File: src/rtl/nv_nvdla_hls_shiftleftsat_pipe.sv
// nv_nvdla_hls_shiftleftsat_pipe
// Two-stage signed left shift with saturation, widening IN_WIDTH to OUT_WIDTH.
// S1 holds operand, shift and a precomputed overflow flag; S2 holds the
// final result. A saturating counter tracks how many clipped results left.
module nv_nvdla_hls_shiftleftsat_pipe #(
    parameter int IN_WIDTH    = 16,
    parameter int OUT_WIDTH   = 32,
    parameter int SHIFT_WIDTH = 6,
    parameter int CNT_WIDTH   = 32
) (
    input  logic                   nvdla_core_clk,
    input  logic                   nvdla_core_rstn,
    input  logic                   in_pvld,
    output logic                   in_prdy,
    input  logic [IN_WIDTH-1:0]    in_data,
    input  logic [SHIFT_WIDTH-1:0] in_shift,
    output logic                   out_pvld,
    input  logic                   out_prdy,
    output logic [OUT_WIDTH-1:0]   out_data,
    output logic                   out_sat,
    input  logic                   sat_cnt_clr,
    output logic [CNT_WIDTH-1:0]   sat_cnt
);

    localparam int STAGES = 2;
    localparam logic [31:0] OW = 32'(OUT_WIDTH);
    localparam logic [OUT_WIDTH-1:0] MAX_POS = {1'b0, {(OUT_WIDTH-1){1'b1}}};
    localparam logic [OUT_WIDTH-1:0] MIN_NEG = {1'b1, {(OUT_WIDTH-1){1'b0}}};

    // valid bit per stage: [1] = S1, [2] = S2 (drives out_pvld)
    logic [STAGES:1]        vld_pipe_q, vld_pipe_d;
    logic [IN_WIDTH-1:0]    s1_data_q, s1_data_d;
    logic [SHIFT_WIDTH-1:0] s1_shift_q, s1_shift_d;
    logic                   s1_ovf_q, s1_ovf_d;
    logic [OUT_WIDTH-1:0]   out_data_q, out_data_d;
    logic                   out_sat_q, out_sat_d;
    logic [CNT_WIDTH-1:0]   sat_cnt_q, sat_cnt_d;

    logic                   s1_adv, s2_adv;
    logic [OUT_WIDTH-1:0]   in_ext, ovf_mask;
    logic                   in_big_shift, in_ovf;
    logic [OUT_WIDTH-1:0]   s1_ext, s2_res;

    // Overflow check on the sign-extended input: the bits that get shifted
    // through the result MSB, plus the MSB itself, must all match the sign.
    always_comb begin
        in_ext       = OUT_WIDTH'($signed(in_data));
        in_big_shift = (32'(in_shift) >= OW);
        ovf_mask     = '1;
        if (!in_big_shift)
            ovf_mask = {OUT_WIDTH{1'b1}} << (OW - 32'd1 - 32'(in_shift));
        if (in_big_shift)
            in_ovf = |in_data;
        else
            in_ovf = |((in_ext ^ {OUT_WIDTH{in_data[IN_WIDTH-1]}}) & ovf_mask);
    end

    // Handshake: each stage advances when empty or when downstream advances.
    always_comb begin
        s2_adv  = ~vld_pipe_q[2] | out_prdy;
        s1_adv  = ~vld_pipe_q[1] | s2_adv;
        in_prdy = s1_adv;
    end

    // S2 result: clip by sign on overflow, otherwise the plain shift is exact.
    always_comb begin
        s1_ext = OUT_WIDTH'($signed(s1_data_q));
        if (s1_ovf_q)
            s2_res = s1_data_q[IN_WIDTH-1] ? MIN_NEG : MAX_POS;
        else
            s2_res = s1_ext << s1_shift_q;
    end

    // Next state for the valid shift register, stage data and sat counter.
    always_comb begin
        vld_pipe_d = vld_pipe_q;
        s1_data_d  = s1_data_q;
        s1_shift_d = s1_shift_q;
        s1_ovf_d   = s1_ovf_q;
        out_data_d = out_data_q;
        out_sat_d  = out_sat_q;
        sat_cnt_d  = sat_cnt_q;

        if (s1_adv) begin
            vld_pipe_d[1] = in_pvld;
            if (in_pvld) begin
                s1_data_d  = in_data;
                s1_shift_d = in_shift;
                s1_ovf_d   = in_ovf;
            end
        end
        if (s2_adv) begin
            vld_pipe_d[2] = vld_pipe_q[1];
            if (vld_pipe_q[1]) begin
                out_data_d = s2_res;
                out_sat_d  = s1_ovf_q;
            end
        end

        if (sat_cnt_clr)
            sat_cnt_d = '0;
        else if (vld_pipe_q[2] && out_prdy && out_sat_q && !(&sat_cnt_q))
            sat_cnt_d = sat_cnt_q + CNT_WIDTH'(1);
    end

    // State registers; async reset empties the pipe and zeroes the counter.
    always_ff @(posedge nvdla_core_clk or negedge nvdla_core_rstn) begin
        if (!nvdla_core_rstn) begin
            vld_pipe_q <= '0;
            s1_data_q  <= '0;
            s1_shift_q <= '0;
            s1_ovf_q   <= 1'b0;
            out_data_q <= '0;
            out_sat_q  <= 1'b0;
            sat_cnt_q  <= '0;
        end else begin
            vld_pipe_q <= vld_pipe_d;
            s1_data_q  <= s1_data_d;
            s1_shift_q <= s1_shift_d;
            s1_ovf_q   <= s1_ovf_d;
            out_data_q <= out_data_d;
            out_sat_q  <= out_sat_d;
            sat_cnt_q  <= sat_cnt_d;
        end
    end

    assign out_pvld = vld_pipe_q[STAGES];
    assign out_data = out_data_q;
    assign out_sat  = out_sat_q;
    assign sat_cnt  = sat_cnt_q;

endmodule

File: config.mk
export PLATFORM = sky130hd
export DESIGN_NAME = nv_nvdla_hls_shiftleftsat_pipe
export DESIGN_NICKNAME = d
export VERILOG_FILES = /design/src/rtl/nv_nvdla_hls_shiftleftsat_pipe.sv
export SDC_FILE = /design/constraint.sdc
export NUM_CORES = 1
export LEC_CHECK = 0
export BUFFER_PORTS_ARGS = -buffer_cell sky130_fd_sc_hd__clkbuf_2
export CORE_ASPECT_RATIO = 1.4
export CORE_UTILIZATION = 52
export CTS_CLUSTER_DIAMETER = 40
export DETAILED_ROUTE_END_ITERATION = 8
export PLACE_DENSITY = 0.78
export SLEW_MARGIN = 10
export SYNTH_ARGS = -nofsm -noshare
export SYNTH_HDL_FRONTEND = slang
export SYNTH_SLANG_ARGS = --single-unit
File: constraint.sdc
create_clock -name nvdla_core_clk -period 1.93 [get_ports nvdla_core_clk]
set_input_delay 0.193 -clock nvdla_core_clk [delete_from_list [all_inputs] [get_ports nvdla_core_clk]]
set_output_delay 0.193 -clock nvdla_core_clk [all_outputs]
set_load 0.05 [all_outputs]
==> flow_metrics.py <==
metrics = {
    "layout": {
        "drive_gt1_frac": 0.4290,
        "final_util": 0.7078,
        "final_cells": 884,
        "fin_area_um2": 7365,
        "antenna_cells": 0,
        "regArea_um2": 2292,
        "syn_to_final_growth_pct": 32.60,
        "multi_input_area_um2": 3259,
        "fillers": 724,
        "final_nets": 770,
    },
    "sta": {
        "finalCritPeriodShare": 1.034,
        "rsz0062_at_grt": "yes",
        "slew_headroom": 0.5454,
        "finalWorstSetupSlack_ns": -0.06498,
        "skew_ns": 0.006375,
        "tightest_slew_ns": 0.6818,
        "final-hold-violation-count": 0,
        "slew_viol_final": 0,
        "hold_slack_ns": 0.06473,
        "fmax_ghz": 0.5013,
        "setup_viol": 19,
        "fin_crit_ns": 1.995,
        "fin_setup_tns_ns": -0.4251,
    },
    "global_route": {
        "grt_use_total": 0.2920,
        "grt_pass1_wl_um": 25070,
        "grt_pass1_vias": 5050,
        "antenna_found_initial": 0,
        "grt_max_degree": 37,
        "grt_overflow": 0,
    },
    "synth": {
        "synth_area_per_cell_um2": 9.303,
        "synth-edff-count": 0,
        "synth_nets": 626,
        "netlist_area_um2": 5554,
        "synth-main-ff-cell": "dfrtp_1",
        "ys_async_sr_fraction": 1.000,
        "synthesis.yosys.warnings": 0,
        "netlist-cell-type-count": 64,
        "synth_seq_cells": 90,
        "syn_inst": 597,
        "ys_seq_area_frac": 0.4055,
    },
    "worst_setup_path": {
        "reg2reg_from": "s1_shift_q[0]$_DFFE_PN0P_",
        "path_class": "flip-flop to flip-flop",
        "regToRegSetupSlack_ns": -0.06,
        "cp-end-kind": "flip-flop",
        "cp.required_ns": 2.16,
        "crit_path_max_fanout": 7,
        "crit_start": "s1_shift_q[0]$_DFFE_PN0P_",
        "setup.worst_path.start_class": "flip-flop",
        "cp.arrival_ns": 2.23,
    },
    "pwr": {
        "p_int_uw": 4359,
        "seq_power_share": 0.340,
        "p_per_area_nw_per_um2": 962.0,
        "vdd_ir_drop_max_mv": 0.5554,
        "leakage_uw": 0.003167,
        "pwr-share-comb": 0.386,
        "clkPwrFrac": 0.274,
        "p_sw_uw": 2726,
        "swShare": 0.3847,
    },
    "drt": {
        "firstDrtPassIters": 5,
        "drtIter0Drc": 329,
        "route.detailed.drc": 0,
        "avgViaCountPerCell": 6.152,
        "via_count": 5438,
        "final_antenna_net_count": 0,
        "wire_per_inst_um": 19.14,
        "wl_um": 16920,
    },
    "placed_design": {
        "placed_area_um2": 6469,
        "hpwl_um": 11210,
        "port_buffers": 93,
        "place_congestion": 0.8975,
        "placed_cells": 835,
    },
    "clocking": {
        "clock-root-buffer": "clkbuf_16",
        "cts_buffers": 9,
        "clk_latency_ns": 0.35,
        "clock_sinks": 90,
        "cts_buffer_depth": 2,
        "cts.clk_slew.worst_paths_ns": 0.06,
        "htreeDepth": 3,
        "cts_tree": "built",
    },
    "die": {
        "coreArea_um2": 10410,
        "ios": 94,
        "die_y_um": 124.3,
        "die_w_um": 89.35,
        "start_util": 0.5338,
        "dieArea_um2": 11100,
        "fp-row-count": 44,
    },
    "worst_hold_path": {
        "hold_class": "primary input to flip-flop",
        "min_from": "in_pvld",
    },
    "run_status": {
        "violations": "setup timing",
        "status": "finished, violations left",
    },
    "run": {
        "maxCapViolations": 0,
    },
}
-- flip-flops by register name (all words and copies together), names as in the netlist --
register / flops
s1_data_q: 16
s1_shift_q: 6
out_sat: 1
vld_pipe_q: 2
s1_ovf_q: 1
out_data: 32
sat_cnt: 32
-- kinds of logic after synthesis --
family | after synthesis | share of synthesized area
simple gates | 226 | 0.2199
xor+xnor | 27 | 0.04258
fa+ha+maj | 2 | 0.004505
compound gates | 143 | 0.1543
buf+inv | 58 | 0.04798
mux | 51 | 0.1253
flops | 90 | 0.4055
-- path summary, 6_finish.rpt --
check                                             to  depth (start not counted)
min in group asynchronous    sat_cnt[14]$_DFFE_PN0P_                          2
min reg2reg                vld_pipe_q[2]$_DFFE_PN0P_                          1
max                         out_data[18]$_DFFE_PN0P_                          6
min                        vld_pipe_q[1]$_DFFE_PN0N_                          2
max reg2reg                 out_data[18]$_DFFE_PN0P_                          6
max in group asynchronous  s1_shift_q[1]$_DFFE_PN0P_                          3
-- final cells by class --
type | instances | area share
inverters | 15 | 0.007645
well taps | 138 | 0.02345
clock inverters | 4 | 0.01002
clock buffers | 12 | 0.03483
repair buffers | 176 | 0.1702
flip-flops and latches | 90 | 0.3112
multi-input cells | 449 | 0.4426
-- cells in the mapped netlist, types with 3 or more instances --
master | count | area, µm²
buf_2 | 3 | 15.01
a21oi_1 | 53 | 265.3
nand3_1 | 19 | 95.09
o21a_1 | 6 | 45.04
clkbuf_1 | 29 | 108.9
nor4b_1 | 3 | 26.28
a211o_1 | 4 | 35.03
a31oi_1 | 11 | 68.82
nor4_1 | 3 | 18.77
nand2_1 | 51 | 191.4
nor3_1 | 12 | 60.06
nand4_1 | 7 | 43.79
or3_1 | 7 | 43.79
and3_1 | 6 | 37.54
and2_1 | 3 | 18.77
buf_4 | 4 | 30.03
nor2_1 | 76 | 285.3
mux2_2 | 26 | 292.8
dfrtp_1 | 90 | 2252
mux2i_1 | 11 | 110.1
mux4_2 | 12 | 270.3
nor4_2 | 6 | 75.07
o21ai_0 | 38 | 190.2
inv_1 | 15 | 56.30
buf_6 | 4 | 45.04
o21ai_1 | 4 | 20.02
nor2b_1 | 4 | 25.02
xor2_1 | 3 | 26.28
a2bb2oi_1 | 3 | 26.28
o211ai_1 | 5 | 37.54
xnor2_1 | 24 | 210.2
nand2b_1 | 4 | 25.02
buf_1 | 3 | 11.26
nor3_2 | 6 | 60.06
nand4_2 | 3 | 37.54
-- per-layer routing --
metal,global-route usage,up-vias,part of all wire
li1,-,2430,-
met1,0.3765,2658,0.39
met2,0.4764,279,0.51
met3,0.04241,71,0.051
met4,0.1335,0,0.045
met5,0,-,0
-- layout by cell type, fill, tap and decap left out, drive strengths merged, types with 3 or more instances in the layout --
cell type / netlist / final
clkbuf: 29 / 108
dfrtp: 90 / 90
buf: 14 / 79
nor2: 77 / 77
a21oi: 53 / 53
nand2: 51 / 51
o21ai: 42 / 42
mux2: 28 / 28
xnor2: 24 / 24
nand3: 19 / 19
nor3: 18 / 18
inv: 15 / 15
mux4: 12 / 12
a31oi: 11 / 11
mux2i: 11 / 11
nand4: 11 / 11
nor4: 11 / 11
or3: 9 / 9
o21a: 6 / 6
and3: 6 / 6
o211ai: 5 / 5
nand2b: 4 / 4
a211o: 4 / 4
and2: 4 / 4
nor2b: 4 / 4
nor4b: 4 / 4
a2bb2oi: 3 / 3
xor2: 3 / 3
-- metrics by stage --
stage          worst slack [ns]  total power, µW
2_1_floorplan           -0.1078             4168
3_3_place_gp           -0.02083             4879
3_5_place_dp           -0.05834             4931
4_1_cts                -0.04835             6897
5_1_grt                 -0.1576             7396
6_report               -0.06498             7085
-- critical path: stages, from the launching register on --
cell	delay [ns]
dfrtp_2	0.41
buf_12	0.14
mux4_2	0.53
mux4_2	0.48
nor2b_1	0.14
a21oi_1	0.12
a21oi_1	0.07
-- timing repair --
action                                 CTS  global route
hold buffers                             1             0
cloned                                   1             3
pin swaps                                6            20
endpoints found under the hold margin   34             0
buffers inserted                         9            19
setup endpoints to repair               26            52
gates resized for setup                 12            50
-- power groups by stage --
stage	sequential, µW	combinational, µW	clock [µW]
2_1_floorplan	3060	1110	0
3_5_place_dp	2420	2510	0
3_3_place_gp	2410	2470	0
5_1_grt	2450	2920	2030
4_1_cts	2390	2560	1940
6_report	2410	2730	1940
Power figures use the tool's default switching activity.
